$ cat src/rtl/npc_pc_unit_pkg.sv
// Shared NPCOp encodings and datapath widths for the fetch-stage next-PC logic.
package npc_pc_unit_pkg;

    localparam int unsigned XLEN    = 32;
    localparam int unsigned IMM16_W = 16;
    localparam int unsigned IMM26_W = 26;
    localparam int unsigned NPCOP_W = 2;

    // NPCOp codes produced by the ID-stage NPCOp generator
    typedef enum logic [NPCOP_W-1:0] {
        NPC_PLUS4    = 2'b00,
        NPC_BRANCH   = 2'b01,
        NPC_JUMP_IMM = 2'b10,
        NPC_JUMP_REG = 2'b11
    } npcop_e;

endpackage

$ cat src/rtl/npc_pc_unit_target_calc.sv
// Redirect target computation for the ID-stage instruction; purely combinational.
module npc_target_calc
    import npc_pc_unit_pkg::*;
#(
    parameter logic [XLEN-1:0] TRAP_PC = 32'h0000_4180
) (
    input  npcop_e             npcop,
    input  logic [XLEN-1:0]    id_pc_plus4,
    input  logic [IMM16_W-1:0] imm16,
    input  logic [IMM26_W-1:0] imm26,
    input  logic [XLEN-1:0]    rs_data,
    output logic [XLEN-1:0]    target,
    output logic               misaligned
);

    logic [XLEN-1:0] br_offset;

    // Sign-extended word offset for branches
    assign br_offset = {{(XLEN-IMM16_W-2){imm16[IMM16_W-1]}}, imm16, 2'b00};

    // Select the target by NPCOp; a misaligned register target vectors to the trap address
    always_comb begin
        target     = id_pc_plus4;
        misaligned = 1'b0;
        case (npcop)
            NPC_BRANCH:   target = id_pc_plus4 + br_offset;
            NPC_JUMP_IMM: target = {id_pc_plus4[XLEN-1:XLEN-4], imm26, 2'b00};
            NPC_JUMP_REG: begin
                misaligned = (rs_data[1:0] != 2'b00);
                target     = misaligned ? TRAP_PC : rs_data;
            end
            default:      target = id_pc_plus4;
        endcase
    end

endmodule

$ cat src/rtl/npc_pc_unit.sv
// Fetch-stage PC register with next-PC selection, stall hold and pending-redirect capture.
module npc_pc_unit
    import npc_pc_unit_pkg::*;
#(
    parameter logic [XLEN-1:0] RESET_PC = 32'h0000_3000,
    parameter logic [XLEN-1:0] TRAP_PC  = 32'h0000_4180
) (
    input  logic               clk,
    input  logic               rst,
    input  logic               stall,
    input  logic               imem_ready,
    input  logic               id_valid,
    input  logic [NPCOP_W-1:0] id_npcop,
    input  logic [XLEN-1:0]    id_pc_plus4,
    input  logic [IMM16_W-1:0] id_imm16,
    input  logic [IMM26_W-1:0] id_imm26,
    input  logic [XLEN-1:0]    id_rs_data,
    output logic [XLEN-1:0]    pc,
    output logic [XLEN-1:0]    pc_plus4,
    output logic               fetch_valid,
    output logic               flush,
    output logic               addr_err
);

    logic [XLEN-1:0] pc_q, pc_d;
    logic [XLEN-1:0] pend_target_q, pend_target_d;
    logic            pend_valid_q, pend_valid_d;
    logic            addr_err_q, addr_err_d;
    logic [XLEN-1:0] target;
    logic            misaligned;
    logic            redirect;
    npcop_e          npcop;

    assign npcop = npcop_e'(id_npcop);

    npc_target_calc #(
        .TRAP_PC (TRAP_PC)
    ) u_target_calc (
        .npcop       (npcop),
        .id_pc_plus4 (id_pc_plus4),
        .imm16       (id_imm16),
        .imm26       (id_imm26),
        .rs_data     (id_rs_data),
        .target      (target),
        .misaligned  (misaligned)
    );

    // A real, non-stalled ID instruction asking for a non-sequential PC
    assign redirect    = id_valid && (npcop != NPC_PLUS4) && !stall;
    assign flush       = redirect;
    assign pc          = pc_q;
    assign pc_plus4    = pc_q + XLEN'(4);
    assign fetch_valid = imem_ready && !pend_valid_q;
    assign addr_err    = addr_err_q;

    // Next-state selection: stall, then fresh redirect, then pending redirect, then sequential
    always_comb begin
        pc_d          = pc_q;
        pend_valid_d  = pend_valid_q;
        pend_target_d = pend_target_q;
        addr_err_d    = addr_err_q;
        if (stall) begin
            pc_d = pc_q;
        end else if (redirect) begin
            addr_err_d = addr_err_q | misaligned;
            if (imem_ready) begin
                pc_d         = target;
                pend_valid_d = 1'b0;
            end else begin
                pend_target_d = target;
                pend_valid_d  = 1'b1;
            end
        end else if (pend_valid_q && imem_ready) begin
            pc_d         = pend_target_q;
            pend_valid_d = 1'b0;
        end else if (imem_ready) begin
            pc_d = pc_plus4;
        end
    end

    // State registers with synchronous reset
    always_ff @(posedge clk) begin
        if (rst) begin
            pc_q          <= RESET_PC;
            pend_valid_q  <= 1'b0;
            pend_target_q <= '0;
            addr_err_q    <= 1'b0;
        end else begin
            pc_q          <= pc_d;
            pend_valid_q  <= pend_valid_d;
            pend_target_q <= pend_target_d;
            addr_err_q    <= addr_err_d;
        end
    end

endmodule

$ cat config.mk
export PLATFORM = sky130hd
export DESIGN_NAME = npc_pc_unit
export DESIGN_NICKNAME = d
export VERILOG_FILES = /design/src/rtl/npc_pc_unit_pkg.sv /design/src/rtl/npc_pc_unit_target_calc.sv /design/src/rtl/npc_pc_unit.sv
export SDC_FILE = /design/constraint.sdc
export NUM_CORES = 1
export LEC_CHECK = 0
export CELL_PAD_IN_SITES_DETAIL_PLACEMENT = 1
export CELL_PAD_IN_SITES_GLOBAL_PLACEMENT = 2
export CORE_UTILIZATION = 26
export CTS_CLUSTER_DIAMETER = 80
export CTS_CLUSTER_SIZE = 14
export DETAILED_ROUTE_END_ITERATION = 8
export HOLD_SLACK_MARGIN = 0.05
export PLACE_DENSITY_LB_ADDON = 0.1
export SLEW_MARGIN = 0
export SYNTH_ARGS = -nofsm -noshare
export SYNTH_HDL_FRONTEND = slang
export SYNTH_HIERARCHICAL = 1
export SYNTH_SLANG_ARGS = --single-unit
export TNS_END_PERCENT = 50
$ cat constraint.sdc
create_clock -name clk -period 4.05 [get_ports clk]
set_clock_uncertainty 0.05 [all_clocks]
set_input_delay 0.405 -clock clk [delete_from_list [all_inputs] [get_ports clk]]
set_output_delay 0.405 -clock clk [all_outputs]
set_load 0.05 [all_outputs]
==> results.cfg <==
[status]
outcome = completed

[drt]
vias_per_cell = 5.25
post_drt_wl_per_cell_um = 19.0
vias = 6850
routed_wirelength_um = 24800
drt.antenna.violating_nets = 0
drtPass1Iterations = 6
drc_errors = 0
detail_route.iter0.violations = 391

[clock_network]
cts_buffer_depth = 2
clock-sinks = 66
root_buffer = clkbuf_16
cts-buffers-inserted = 9
path_clk_slew_ns = 0.05
post-cts-setup-buffers = 0
htreeDepth = 3
worst_skew_pair.late_latency_ns = 0.34
cts_tree = done

[place]
dpl-instance-area_um2 = 8270
placement.io_buffers = 179
gp_congestion = 0.806
hpwl_um = 19900

[synthesis]
synthCells = 825
synth_most_common_cell = nand2_1
yosys_warnings = 6
syn-num-nets = 969
ys_top_cells_by_count = 119 x nand2_1, 89 x a21oi_1, 66 x dfxtp_1
yosysTopAreaCellShare_pct = 22.1
ys_types = 72
syn_area_um2 = 5970
synth-async-reset-ratio_pct = 0
synth_ff_type = dfxtp_1
syn_avg_cell_area_um2 = 7.24
synth_edf_count = 0
synth_seq_area_share_pct = 22.1
synth_area_leaders = dfxtp_1 22%, nand2_1 7.5%, a21oi_1 7.5%, ha_1 6.3%, o21ai_0 5.4%
yosysTopAreaCell = dfxtp_1
ys_ff_latch = 66

[sta]
slew_headroom_pct = 48.5
timing.final.crit_share_pct = 93.1
setup_violations = 0
worst_slew_pin_slew_ns = 0.765
fmax_mhz = 265
min_period_ns = 3.77
hold_viol_final = 0
rsz0062_at_grt = no
maxSlewViolCount = 0

[global_route]
grt_pass1_vias = 6826
grt_use_met2_pct = 32.9
grt_pass1_wl_um = 39100
grt_use_met3_pct = 2.65
grt_start_max_net_pins = 35
antenna_found_initial = 1
grtUsageMet1_pct = 30.7
grt_busiest_layer = met2
grt_overflow = 0
grt_usage_pct = 21.1

[setup_path]
crit_path_max_incr_delay_ns = 0.84
cp.arrival_ns = 3.32
crit_slowest_cell = clkdlybuf4s50_1
worstPathRequired_ns = 3.60
worst-path-max-fanout = 9
critical_path.top_delay_family = simple AND/OR/NAND/NOR gates
crit_type = register to output port
startpoint_type = register
crit_chain = nand4_2, or4_4, nor4_1, xnor2_1, clkdlybuf4s50_1
crit_path_end_kind = output port
path_buf_inv = 1

[finish]
antenna_cells = 0
syn_to_final_growth_pct = 43.7
drive_above_1_share_pct = 8.92
final_util_pct = 38.0
fin_nets = 1160
finalInstanceArea_um2 = 8580
fillers = 2788

[floorplanning]
die_w_um = 154
core-area_um2 = 22600
rows = 55
start_util_pct = 26.5
io_pins = 180
die_area_um2 = 23600
die_y_um = 154

[pwr]
cellPowerDensity_nw_per_um2 = 276
p_leak_nw = 3.20
p_total_mw = 2.37
vdd_drop_max_mv = 0.159

[hold_path]
hp-class = register to register

[flow_run]
max-cap-violations = 0
## report_power, final
| part | switching [mW] | internal, mW | leakage (nW) | total, mW |
|---|---|---|---|---|
| clock | 0.288 | 0.523 | 0.152 | 0.811 |
| sequential | 0.0273 | 0.674 | 0.536 | 0.701 |
| combinational | 0.489 | 0.369 | 2.51 | 0.858 |
## layer usage
layer,share of wire (%),up-vias,routed length [um]
met5,0.053,-,13
met4,1.4,2,348
met3,3.9,26,954
met2,44,171,10800
met1,51,3223,12600
li1,-,3428,-
## through the flow
stage / TNS, ns / instances / worst slack (ns) / hold WS [ns]
after floorplan: 0 / 825 / 0.577 / 0.382
after global placement: 0 / 1290 / 0.0248 / 0.390
after detailed placement: -0.0823 / 1290 / -0.0411 / 0.398
after CTS: 0 / 1305 / 0.291 / 0.406
after global routing: 0 / 1305 / 0.0737 / 0.425
final: 0 / 1305 / 0.279 / 0.403
## area by class of cell
cell class | instances | area (um^2) | area share, %
Clock buffer | 13 | 270 | 3.15
Clock inverter | 2 | 35.0 | 0.408
Inverter | 31 | 116 | 1.36
Multi-Input combinational cell | 683 | 4330 | 50.5
Sequential cell | 66 | 1320 | 15.4
Tap cell | 285 | 357 | 4.16
Timing Repair Buffer | 225 | 2150 | 25.0
## worst paths after layout
check | from | to | slack, ns | cells after the start
hold reg to reg | pend_target_q[29] | pend_target_q[29] | 0.40 | 2
hold / removal | pend_target_q[29] | pend_target_q[29] | 0.40 | 2
setup / recovery | pc[13] | pc_plus4[31] | 0.28 | 5
setup reg to reg | pc[13] | pc[31] | 1.61 | 5
## tightest hold or removal path, stage by stage (launching register included)
cell and delay (ns):
dfxtp_1 0.30, nand2_1 0.05, a21oi_1 0.05
## layout by cell type, fill, tap and decap left out, types with 8 or more instances in the layout
cell / Yosys / final
clkdlybuf4s50_1: 0 / 178
nand2_1: 119 / 119
a21oi_1: 89 / 89
dfxtp_1: 66 / 66
o21ai_0: 65 / 64
nor2_1: 53 / 52
buf_4: 3 / 46
xnor2_1: 32 / 32
inv_1: 30 / 30
ha_1: 30 / 30
nand3_1: 28 / 28
a21o_1: 20 / 20
nor3_1: 17 / 17
o221ai_1: 14 / 14
o2bb2ai_1: 13 / 13
a211oi_1: 13 / 13
xor2_1: 12 / 12
mux2i_1: 10 / 10
nand4_1: 9 / 9
clkbuf_16: 0 / 9
a22oi_1: 9 / 9
o21a_1: 8 / 8
nand2b_1: 8 / 8
nor2b_1: 8 / 8
o211ai_1: 8 / 8
a221oi_1: 8 / 8
## state kept, by name, summed over array words and instances (netlist names)
register       cells
pc                32
pend_valid_q       1
addr_err           1
pend_target_q     32
## what timing repair did
action,in CTS,in global routing
hold buffers,0,0
resized for setup,0,1
setup endpoints to repair,0,1
## kinds of logic (layout without fill, tap and decap cells)
kind of cell,count (synthesis),count (layout),synth area share [%]
AOI/OAI and AO/OA,307,307,33.4
xor gates and xnor gates,44,44,6.45
adders and majority gates,31,31,6.62
buffers and inverters,76,271,5.57
DFF,66,66,22.1
muxes,13,13,2.81
and+or+nand+nor,288,288,23.0
(Power assumes the default switching activity.)
